File: src/rtl/i2c_mon_pkg.sv
// Shared state encoding and error-cause codes for the I2C sequence matcher.
package i2c_mon_pkg;

   typedef enum logic [2:0] {
      IDLE      = 3'd0,
      DATA      = 3'd1,
      ACK       = 3'd2,
      WAIT_STOP = 3'd3,
      FAIL      = 3'd4
   } state_e;

   localparam logic [1:0] ERR_NONE  = 2'd0;
   localparam logic [1:0] ERR_DATA  = 2'd1;
   localparam logic [1:0] ERR_NACK  = 2'd2;
   localparam logic [1:0] ERR_FRAME = 2'd3;

endpackage

File: src/rtl/i2c_line_cond.sv
// Synchronises raw scl/sda and derives START, STOP and BITCLK strobes.
// Strobes are combinational from the last two synchronised samples (SYNC_STAGES cycles after the pin).
module i2c_line_cond #(
   parameter int SYNC_STAGES = 2
) (
   input  logic clk_i,
   input  logic reset_i,
   input  logic scl_i,
   input  logic sda_i,
   output logic start_o,
   output logic stop_o,
   output logic bitclk_o,
   output logic sda_o
);

   logic [SYNC_STAGES-1:0] scl_sync_q;
   logic [SYNC_STAGES-1:0] sda_sync_q;
   logic                   scl_prev_q;
   logic                   sda_prev_q;
   logic                   scl_cur;
   logic                   sda_cur;

   always_ff @(posedge clk_i) begin
      if (reset_i) begin
         scl_sync_q <= '1;
         sda_sync_q <= '1;
         scl_prev_q <= 1'b1;
         sda_prev_q <= 1'b1;
      end else begin
         scl_sync_q <= {scl_sync_q[SYNC_STAGES-2:0], scl_i};
         sda_sync_q <= {sda_sync_q[SYNC_STAGES-2:0], sda_i};
         scl_prev_q <= scl_sync_q[SYNC_STAGES-1];
         sda_prev_q <= sda_sync_q[SYNC_STAGES-1];
      end
   end

   assign scl_cur = scl_sync_q[SYNC_STAGES-1];
   assign sda_cur = sda_sync_q[SYNC_STAGES-1];

   assign start_o  = scl_cur & scl_prev_q & sda_prev_q & ~sda_cur;
   assign stop_o   = scl_cur & scl_prev_q & ~sda_prev_q & sda_cur;
   // A frame condition always wins over a clock edge seen in the same cycle.
   assign bitclk_o = ~scl_prev_q & scl_cur & ~start_o & ~stop_o;
   assign sda_o    = sda_cur;

endmodule

File: src/rtl/i2c_seq_matcher.sv
// Passive I2C monitor: checks each transaction against a masked byte pattern, ACKs and closing STOP.
// Pulses appear SYNC_STAGES+1 cycles after the pin edge; never drives the bus.
module i2c_seq_matcher
   import i2c_mon_pkg::*;
#(
   parameter  int NUM_BYTES   = 4,
   parameter  int SYNC_STAGES = 2,
   parameter  int CNT_W       = 16,
   localparam int IDX_W       = (NUM_BYTES > 1) ? $clog2(NUM_BYTES) : 1
) (
   input  logic                   clk,
   input  logic                   reset,
   input  logic                   en,
   input  logic                   scl,
   input  logic                   sda,
   input  logic [8*NUM_BYTES-1:0] pattern,
   input  logic [8*NUM_BYTES-1:0] mask,
   output logic                   match,
   output logic                   mismatch,
   output logic [1:0]             err_code,
   output logic [IDX_W-1:0]       byte_idx,
   output logic                   busy,
   output logic [2:0]             state,
   output logic [CNT_W-1:0]       match_count
);

   logic start_s, stop_s, bit_s, sda_s;

   i2c_line_cond #(.SYNC_STAGES(SYNC_STAGES)) u_line_cond (
      .clk_i    (clk),
      .reset_i  (reset),
      .scl_i    (scl),
      .sda_i    (sda),
      .start_o  (start_s),
      .stop_o   (stop_s),
      .bitclk_o (bit_s),
      .sda_o    (sda_s)
   );

   state_e                 state_q;
   logic [8*NUM_BYTES-1:0] pat_q, mask_q;
   logic [6:0]             shift_q;
   logic [2:0]             bit_cnt_q;
   logic [IDX_W-1:0]       byte_idx_q;
   logic [1:0]             err_q;
   logic                   match_q, mismatch_q;
   logic [CNT_W-1:0]       count_q;
   logic [7:0]             byte_nxt;
   logic                   byte_ok;

   // Latched pattern/mask shift left per byte, so the current byte always sits in the MSBs.
   assign byte_nxt = {shift_q, sda_s};
   assign byte_ok  = ((byte_nxt ^ pat_q[8*NUM_BYTES-1 -: 8]) & mask_q[8*NUM_BYTES-1 -: 8]) == 8'h00;

   always_ff @(posedge clk) begin
      if (reset) begin
         state_q    <= IDLE;
         pat_q      <= '0;
         mask_q     <= '0;
         shift_q    <= '0;
         bit_cnt_q  <= '0;
         byte_idx_q <= '0;
         err_q      <= ERR_NONE;
         match_q    <= 1'b0;
         mismatch_q <= 1'b0;
         count_q    <= '0;
      end else begin
         match_q    <= 1'b0;
         mismatch_q <= 1'b0;
         if (!en) begin
            state_q <= IDLE;
         end else if (start_s) begin
            state_q    <= DATA;
            pat_q      <= pattern;
            mask_q     <= mask;
            shift_q    <= '0;
            bit_cnt_q  <= '0;
            byte_idx_q <= '0;
            err_q      <= ERR_NONE;
         end else begin
            case (state_q)
               DATA: begin
                  if (stop_s) begin
                     state_q    <= IDLE;
                     mismatch_q <= 1'b1;
                     err_q      <= ERR_FRAME;
                  end else if (bit_s) begin
                     shift_q   <= byte_nxt[6:0];
                     bit_cnt_q <= bit_cnt_q + 3'd1;
                     if (bit_cnt_q == 3'd7) begin
                        if (byte_ok) begin
                           state_q <= ACK;
                        end else begin
                           state_q    <= FAIL;
                           mismatch_q <= 1'b1;
                           err_q      <= ERR_DATA;
                        end
                     end
                  end
               end
               ACK: begin
                  if (stop_s) begin
                     state_q    <= IDLE;
                     mismatch_q <= 1'b1;
                     err_q      <= ERR_FRAME;
                  end else if (bit_s) begin
                     if (sda_s) begin
                        state_q    <= FAIL;
                        mismatch_q <= 1'b1;
                        err_q      <= ERR_NACK;
                     end else if (byte_idx_q == IDX_W'(NUM_BYTES - 1)) begin
                        state_q <= WAIT_STOP;
                     end else begin
                        state_q    <= DATA;
                        byte_idx_q <= byte_idx_q + IDX_W'(1);
                        bit_cnt_q  <= '0;
                        pat_q      <= pat_q << 8;
                        mask_q     <= mask_q << 8;
                     end
                  end
               end
               WAIT_STOP: begin
                  if (stop_s) begin
                     state_q <= IDLE;
                     match_q <= 1'b1;
                     if (count_q != '1) count_q <= count_q + CNT_W'(1);
                  end else if (bit_s) begin
                     state_q    <= FAIL;
                     mismatch_q <= 1'b1;
                     err_q      <= ERR_FRAME;
                  end
               end
               FAIL: begin
                  if (stop_s) state_q <= IDLE;
               end
               default: ;
            endcase
         end
      end
   end

   assign match       = match_q;
   assign mismatch    = mismatch_q;
   assign err_code    = err_q;
   assign byte_idx    = byte_idx_q;
   assign busy        = (state_q != IDLE);
   assign state       = state_q;
   assign match_count = count_q;

endmodule

File: config.mk
export PLATFORM = sky130hd
export DESIGN_NAME = i2c_seq_matcher
export DESIGN_NICKNAME = d
export VERILOG_FILES = /design/src/rtl/i2c_mon_pkg.sv /design/src/rtl/i2c_line_cond.sv /design/src/rtl/i2c_seq_matcher.sv
export SDC_FILE = /design/constraint.sdc
export NUM_CORES = 1
export LEC_CHECK = 0
export ABC_CLOCK_PERIOD_IN_PS = 2400
export CORE_ASPECT_RATIO = 1.75
export CORE_MARGIN = 2
export CORE_UTILIZATION = 40
export DETAILED_ROUTE_END_ITERATION = 12
export MAX_ROUTING_LAYER = met4
export PLACE_DENSITY_LB_ADDON = 0.05
export SETUP_SLACK_MARGIN = 0.2
export SLEW_MARGIN = 10
export SYNTH_ARGS = -nofsm -noshare
export SYNTH_HDL_FRONTEND = slang
export SYNTH_SLANG_ARGS = --single-unit
File: constraint.sdc
create_clock -name clk -period 2.4 [get_ports clk]
set_input_delay 0.24 -clock clk [delete_from_list [all_inputs] [get_ports clk]]
set_output_delay 0.24 -clock clk [all_outputs]
set_load 0.02 [all_outputs]
# Word level (Yosys, flattened, before mapping)
# Cells that the tools add are included.
[op_classes]
n_eq_ne = 30
bitwise_logic = 17
n_addsub = 3
n_reduce_logical = 19
muxes = 65
[op_table]
columns = ["op", "count"]
rows = [
  ["$mux 32", 12],
  ["$mux 3", 17],
  ["$ne 3x2->1 const B", 12],
  ["$mux 2", 17],
  ["$mux 7", 4],
  ["$ne 4x2->1 const B", 5],
  ["$reduce_and 6->1", 3],
  ["$add 16x1->16 const B", 1],
  ["$ne 16x16->1 const B", 1],
  ["$pmux 3 s4", 1],
  ["$mux 1", 11],
  ["$reduce_and 9->1", 1],
  ["$and 1x1->1", 8],
  ["$and 8x8->8", 1],
  ["$logic_not 8->1", 1],
  ["$ne 2x1->1 const B", 4],
  ["$reduce_and 8->1", 1],
  ["$reduce_bool 4->1", 2],
  ["$xor 8x8->8", 1],
  ["$not 1->1", 7],
  ["$eq 3x2->1 const B", 2],
  ["$eq 3x3->1 const B", 2],
  ["$pmux 2 s3", 1],
  ["$pmux 3 s2", 1],
  ["other kinds (15)", 18],
]
[word_totals]
wordCells = 149
output_inout_bits = 26
ff_bits = 105
input_bits = 69

# Logic depth before layout (Yosys ltp)
# Gate-level depths: netlist of run 1.
[depth]
word_depth = 10
depth_mapped = 8
mapped_depth_nobuf = 7

# Hierarchy
# From an unflattened synthesis of run 1, not the netlist that was laid out.
[hier_totals]
cells_unflattened = 518
hier_area_um2 = 5038.6
[by_module_without_submodules]
columns = ["mod", "seq_area_each_um2", "n_inst", "area_each_um2", "cells_each"]
rows = [
  ["i2c_seq_matcher", 1981.9, 1, 4854.7, 503],
  ["i2c_line_cond", 120.1, 1, 183.9, 15],
]

# Worst setup path after synthesis of run 1
# No wires, ideal clock.
[synth_timing]
kind = "reg-to-reg"
startpoint = "register state_q[1] (netlist: state[1])"
endpoint = "register mask_q[14]"
t_arrival_ns = 2.036
n_path_buf = 4
period_less_slack_ns = 2.183
stages_incl_launch_ff = 9
slack_ns = 0.217
required_ns = 2.253
setup_time_ns = 0.147
cell_sequence = "dfxtp_1 buf_4 or3b_4 o41ai_2 and2b_1 buf_6 buf_6 buf_4 a311oi_2"
[synth_between]
elab_chain_len = 3
[synth_lines]
columns = ["element", "line", "text"]
rows = [
  ["from (decl)", "i2c_seq_matcher.sv:40", "state_e state_q;"],
  ["from (signal assigned)", "i2c_seq_matcher.sv:57", "state_q <= IDLE;"],
  ["from (signal assigned)", "i2c_seq_matcher.sv:71", "state_q <= IDLE;"],
  ["from (signal assigned)", "i2c_seq_matcher.sv:73", "state_q <= DATA;"],
  ["$eq 3x2->1", "i2c_seq_matcher.sv:81", "case (state_q)"],
  ["$reduce_bool 2->1 (no line)", "--", ""],
  ["$reduce_and 6->1 (no line)", "--", ""],
  ["to (signal assigned)", "i2c_seq_matcher.sv:75", "mask_q <= mask;"],
  ["to (signal assigned)", "i2c_seq_matcher.sv:118", "mask_q <= mask_q << 8;"],
  ["to (decl)", "i2c_seq_matcher.sv:41", "logic [8*NUM_BYTES-1:0] pat_q, mask_q;"],
]
# Every way passes these cells.
# A chain may end at the register's enable or synchronous reset.

# Worst setup path in the final report of run 1
[layout_timing]
startpoint = "register u_line_cond.sda_prev_q"
endpoint = "register mask_q[29]"
[layout_between]
elab_chain_len = 7
elab_cells_between_ends = 16
cone_classes = "3 x eq/ne; 1 x mux; 9 x bitwise; 3 x reduce/logical"
[layout_lines]
columns = ["element", "line", "text"]
rows = [
  ["from (decl)", "i2c_line_cond.sv:19", "logic sda_prev_q;"],
  ["from (signal assigned)", "i2c_line_cond.sv:33", "sda_prev_q <= sda_sync_q[SYNC_STAGES-1];"],
  ["$and 1x1->1 / $not 1->1 (equally long branches)", "i2c_line_cond.sv:40, i2c_line_cond.sv:41", ""],
  ["$and 1x1->1, on equally long branches", "i2c_line_cond.sv:40, i2c_line_cond.sv:41", ""],
  ["$not 1->1 / $and 1x1->1 (equally long branches)", "i2c_line_cond.sv:43, i2c_line_cond.sv:41", ""],
  ["$and 1x1->1 / $not 1->1 (equally long branches)", "i2c_line_cond.sv:43", "assign bitclk_o = ~scl_prev_q & scl_cur & ~start_o & ~stop_o;"],
  ["$and 1x1->1", "i2c_line_cond.sv:43", ""],
  ["$reduce_bool 2->1 (no line)", "--", ""],
  ["$reduce_and 6->1 (no line)", "--", ""],
]
# Parallel ways exist; a longest one is shown, timed or not.

==> results of run 1 <==
[cell families (layout without fill, tap and decap cells)]
group / count (synthesis) / count (layout) / share of synthesized area [%]
AOI/OAI and AO/OA: 128 / 128 / 24.8
xor gates and xnor gates: 22 / 22 / 3.72
adders and majority gates: 4 / 4 / 0.967
buffers and inverters: 53 / 137 / 5.42
DFF: 105 / 105 / 40.6
muxes: 8 / 8 / 1.55
and+or+nand+nor: 266 / 266 / 22.9
[power groups by stage]
stage | logic (uW) | clock network [uW] | registers [uW]
final | 364 | 1380 | 1800
after global routing | 396 | 1480 | 1810
after CTS | 363 | 1420 | 1800
after detailed placement | 362 | 0 | 1840
after global placement | 358 | 0 | 1840
after floorplan | 190 | 0 | 1830
[final cells by class]
class                   count  area [um2]  share of cell area (%)
clock inverters             6        42.5                   0.643
multi-input cells         428        2810                    42.5
well taps                 171         214                    3.24
clock buffers              10         229                    3.46
inverters                   6        22.5                   0.341
repair buffers            115        1190                    18.1
flip-flops and latches    105        2100                    31.8
[sequential cells by signal (all words and copies together) (netlist names)]
register / count
bit_cnt_q: 3
mask_q: 32
match_count: 16
pat_q: 32
u_line_cond.scl_prev_q: 1
u_line_cond.scl_sync_q: 2
match: 1
byte_idx: 2
shift_q: 7
u_line_cond.sda_sync_q: 2
mismatch: 1
err_code: 2
u_line_cond.sda_prev_q: 1
state: 3
[worst max-delay path by stage]
stage,endpoint,slack (ns)
after global routing,match_count[6],0.13
after global placement,pat_q[2],0.21
final,mask_q[29],0.27
after CTS,mask_q[29],0.23
after detailed placement,mask_q[6],0.15
after floorplan,mask_q[14],0.22
[worst max-delay path: stages (launching register included)]
cell and delay [ns]:
dfxtp_1 0.43, nand4b_1 0.32, buf_12 0.30, o41ai_2 0.09
and2b_4 0.29, buf_8 0.26, nor2_1 0.08, a311oi_2 0.25
[per-stage QoR]
stage	instances	total power, uW	worst slack (ns)
after floorplan	586	2020	0.217
after global placement	824	2200	0.211
after detailed placement	824	2200	0.149
after CTS	840	3590	0.227
after global routing	841	3680	0.132
final	841	3540	0.275
[cell usage after synthesis (all sizes together) (2+ instances only)]
library cell	n
clkbuf	33
a211oi	8
nor2	92
o31ai	3
o21ai	13
nand4b	3
nor2b	3
a311oi	48
dfxtp	105
ha	4
nand2	110
nor3b	2
nor3	5
nand3	14
and2	2
a2111oi	6
nand2b	6
and3b	2
xor2	9
nor4b	2
a21oi	20
and4	3
a31o	3
and4b	2
mux2i	8
xnor2	13
or2	6
buf	14
inv	6
a22oi	21
or3	3
nand4	6
[repair_timing]
item / 4_1_cts / 5_1_grt
hold buffers: 0 / 0
pin swaps: 0 / 0
cloned: 0 / 1
gates resized for setup: 1 / 8
setup endpoints to repair: 1 / 63
[metal layers]
layer  routed length, um  up-vias  track usage [%]
met3                 418       12             2.87
li1                    -     2243                -
met4                 184        0             6.15
met1                5870     2154             24.1
met2                7790       87             37.9
met5                   0        -                -
==> reports/metrics.csv, run 1 <==
metric,value,unit
status,completed,
worstMarginPinSlew,0.710,ns
cts_buffers,9,
cp.arrival,2.39,ns
dr.pass1.iters,4,
slew_violations,0,
min-delay-start,reset,
synth.area.top_cells,"dfxtp_1 41%, a311oi_2 14%, nand2_1 8.0%, nor2_1 6.7%, a22oi_1 3.0%",
synth_ff_type,dfxtp_1,
vdd_ir_drop_max,0.298,mV
clk_latency,0.35,ns
place.gp.congestion,0.806,
yosysTopAreaCellShare,40.6,%
die_x,90.0,um
core,12800,um2
setup.worst_path.end_class,flop,
hold_path.class,in -> reg,
startpoint,u_line_cond.sda_prev_q,
finish.instance_area,6610,um2
root_buffer,clkbuf_16,
seqPwrFrac,50.8,%
clock_path_buffers,2,
tns,0,ns
track_usage,21.0,%
die_area,13900,um2
setup_viol,0,
utilization,51.7,%
grt.overflow.total,0,
h-tree-depth,3,
syn_area_per_cell,8.83,um2
num_io_pins,95,
finalHoldViolCount,0,
drive_gt1_share,15.8,%
fin_crit,2.13,ns
yosys.area.top_type,dfxtp_1,
antenna_found_initial,0,
whs,0.391,ns
hold_end,match_count[7],
nets,738,
synth_edf_count,0,
r2r_start,u_line_cond.sda_prev_q,
vias_per_cell,5.35,
maxCapViolations,0,
path_max_fanout,47,
power.density,536,nW/um2
rsz0062_at_grt,yes,
syn_to_final_growth,27.8,%
r2r_cells,7,
min_path_cells,2,
r2r_end,mask_q[29],
synthCells,586,
swShare,24.7,%
cts_num_sinks,105,
via_count,4496,
drt_iter0_drc,188,
ys_seq_area_share,40.6,%
syn-num-nets,659,
slew_headroom,52.6,%
period_share,88.6,%
p_int,2670,uW
clkPwrFrac,38.9,%
placementRows,55,
worstPathRequired,2.66,ns
leakagePower,0.00210,uW
reg2reg_setup_slack,0.27,ns
synth-seq-cells,105,
antenna_left,0,
start_util,40.4,%
startpoint_type,flop,
clock_skew,0.00706,ns
power_switching,874,uW
hpwl,10.0,mm
antenna_cells,0,
synth.distinct_cells,47,
grt_pass1_vias,4450,
critPathKind,reg -> reg,
postCtsSetupBuffers,0,
routedWlPerCell,17.0,um
cts_tree,done,
drc,0,
die_h,154,um
wirelength,14.3,mm
port-buffer-count,94,
clock.fmax,0.471,GHz
synth-warning-count,0,
p_comb_share,10.3,%
grt_pass1_wl,22.7,mm
grt_max_degree,66,
async_flop_share,0,%
synth.cell_area,5170,um2
n_fill_cell,1274,
cts.clk_slew.worst_paths,0.07,ns
mostFrequentLayoutCells,"110 x nand2_1, 105 x dfxtp_1, 92 x clkdlybuf4s50_1, 91 x nor2_1, 48 x a311oi_2",
layout_commonest_cell,nand2_1,
placed_cell_area,6280,um2
Note: power is estimated with default switching activity, not from simulation.
==> inputs of run 2 (changes only) <==
--- a/config.mk
+++ b/config.mk
@@ -10,9 +10,10 @@
 export CORE_MARGIN = 2
 export CORE_UTILIZATION = 40
 export DETAILED_ROUTE_END_ITERATION = 12
+export DONT_BUFFER_PORTS = 1
 export MAX_ROUTING_LAYER = met4
 export PLACE_DENSITY_LB_ADDON = 0.05
-export SETUP_SLACK_MARGIN = 0.2
+export SETUP_SLACK_MARGIN = 0.5
 export SLEW_MARGIN = 10
 export SYNTH_ARGS = -nofsm -noshare
 export SYNTH_HDL_FRONTEND = slang
==> reports/metrics.csv, run 2 (same netlist as run 1, synthesis figures left out) <==
metric,value,unit,change
status,"finished, violations left",,
violations,negative hold slack,,
fin_crit,1.95,ns,-0.178 ns
period_share,81.1,%,-7.4 points
power,3480,uW,-1.8%
leakagePower,0.00205,uW,-2.2%
clock_path_buffers,2,,unchanged
grt_pass1_wl,21.5,mm,-5.1%
maxCapViolations,0,,unchanged
n_fill_cell,1241,,-2.6%
antenna_found_initial,0,,unchanged
worst-path-buf-inv,2,,unchanged
power_switching,854,uW,-2.2%
die_h,154,um,unchanged
p_int,2620,uW,-1.7%
cts.clk_slew.worst_paths,0.07,ns,about the same
grt_max_degree,107,,+62%
track_usage,19.6,%,-1.3 points
slew_headroom,68.9,%,+16 points
cts_tree,done,,
h-tree-depth,3,,unchanged
clkPwrFrac,40.2,%,+1.3 points
layout_commonest_cell,nand2_1,,
path_delay_family,simple AND/OR/NAND/NOR gates,,
hold_path.class,in -> reg,,
hpwl,8.72,mm,-13%
placementRows,55,,unchanged
slew_violations,0,,unchanged
mostFrequentLayoutCells,"109 x nand2_1, 94 x dfxtp_1, 67 x nor2_1, 48 x a311oi_2, 25 x buf_4",,
worstPathRequired,2.65,ns,about the same
drt_iter0_drc,212,,+13%
wirelength,14.4,mm,+0.67%
core,12800,um2,unchanged
grt_pass1_vias,4072,,-8.5%
tns,0,ns,unchanged
drive_gt1_share,29.6,%,+14 points
antenna_left,0,,unchanged
vdd_ir_drop_max,0.342,mV,+15%
seqPwrFrac,52.0,%,+1.2 points
worstMarginPinSlew,0.465,ns,-0.245 ns
finalHoldViolCount,11,,+11
cts_num_sinks,105,,unchanged
vias_per_cell,5.52,,+3.3%
routedWlPerCell,18.3,um,+8.1%
num_io_pins,95,,unchanged
instances_no_fill,783,,-6.9%
postCtsHoldBufs,7,,+7
startpoint_type,flop,,
die_x,90.0,um,unchanged
grt.overflow.total,0,,unchanged
path_max_fanout,7,,-85%
die_area,13900,um2,unchanged
antenna_cells,0,,unchanged
clock_skew,0.00653,ns,-0.000531 ns
root_buffer,clkbuf_16,,
setup_viol,0,,unchanged
drc,0,,unchanged
cts_buffers,9,,unchanged
swShare,24.6,%,-0.10 points
whs,-0.0413,ns,-0.433 ns
place_inst,735,,-11%
power.density,540,nW/um2,+0.85%
cp.arrival,2.20,ns,-0.19 ns
via_count,4326,,-3.8%
place.gp.congestion,0.819,,+1.6%
clk_latency,0.34,ns,about the same
start_util,40.4,%,unchanged
path_cells,or3b_4 > o41ai_4 > and2b_4 > buf_6 > buf_16 > nor2_4 > a311oi_2,,
port-buffer-count,0,,-100%
critPathKind,reg -> reg,,
clock.fmax,0.514,GHz,+9.2%
p_comb_share,7.8,%,-2.5 points
nets,680,,-7.9%
dr.pass1.iters,6,,+2
rsz0062_at_grt,yes,,
critPathMaxStageDelay,0.43,ns,about the same
critPathSlowestCell,or3b_4,,
utilization,50.3,%,-1.4 points
syn_to_final_growth,24.4,%,
setup.worst_path.end_class,flop,,
[run 2: cell types whose count changed in the layout (fill, tap and decap cells not counted), moves of 10 or more]
cell             delta
dfxtp_2            +10
clkdlybuf4s50_1    -92
nor2_1             -24
buf_4              +10
nor2_4             +22
dfxtp_1            -11
[run 2: area by class of cell]
cell class	count	area, um2	area share (%)
tap	171	214	3.32
inverter	6	22.5	0.350
timing repair buffer	57	744	11.6
clock inverter	7	55.1	0.855
clock buffer	9	225	3.50
multi-input combinational	428	3060	47.5
sequential	105	2120	32.9
[run 2: power by group through the flow]
stage / Sequential, uW / Combinational [uW] / Clock (uW)
after floorplan: 1830 / 192 / 0
final: 1810 / 271 / 1400
after detailed placement: 1840 / 194 / 0
after global placement: 1840 / 191 / 0
after CTS: 1800 / 214 / 1450
after global routing: 1810 / 294 / 1530
[run 2: final timing paths]
check / start / end / slack, ns / cells past startpoint
max reg2reg: state[0] / mask_q[13] / 0.45 / 7
max: state[0] / mask_q[13] / 0.45 / 7
min reg2reg: shift_q[6] / shift_q[6] / 0.50 / 2
min: reset / match_count[4] / -0.04 / 1
[run 2: layer usage]
metal	GRT usage, %	vias up	routed length [um]
met5	-	-	0
met3	4.72	20	725
li1	-	2122	-
met4	6.59	0	280
met1	24.7	2080	6250
met2	31.1	104	7100
[run 2: through the flow]
step	worst slack, ns	instance area [um2]
after global placement	0.370	5380
after detailed placement	0.307	5380
after global routing	0.370	6440
after CTS	0.484	5850
after floorplan	0.487	5220
final	0.453	6440
[run 2: timing repair]
item                       CTS  global route
buffers inserted             2            11
pin swaps                    0            17
gates resized for setup     15            74
setup endpoints to repair   67            89
gates cloned                 2            10
hold endpoints to repair    95            90
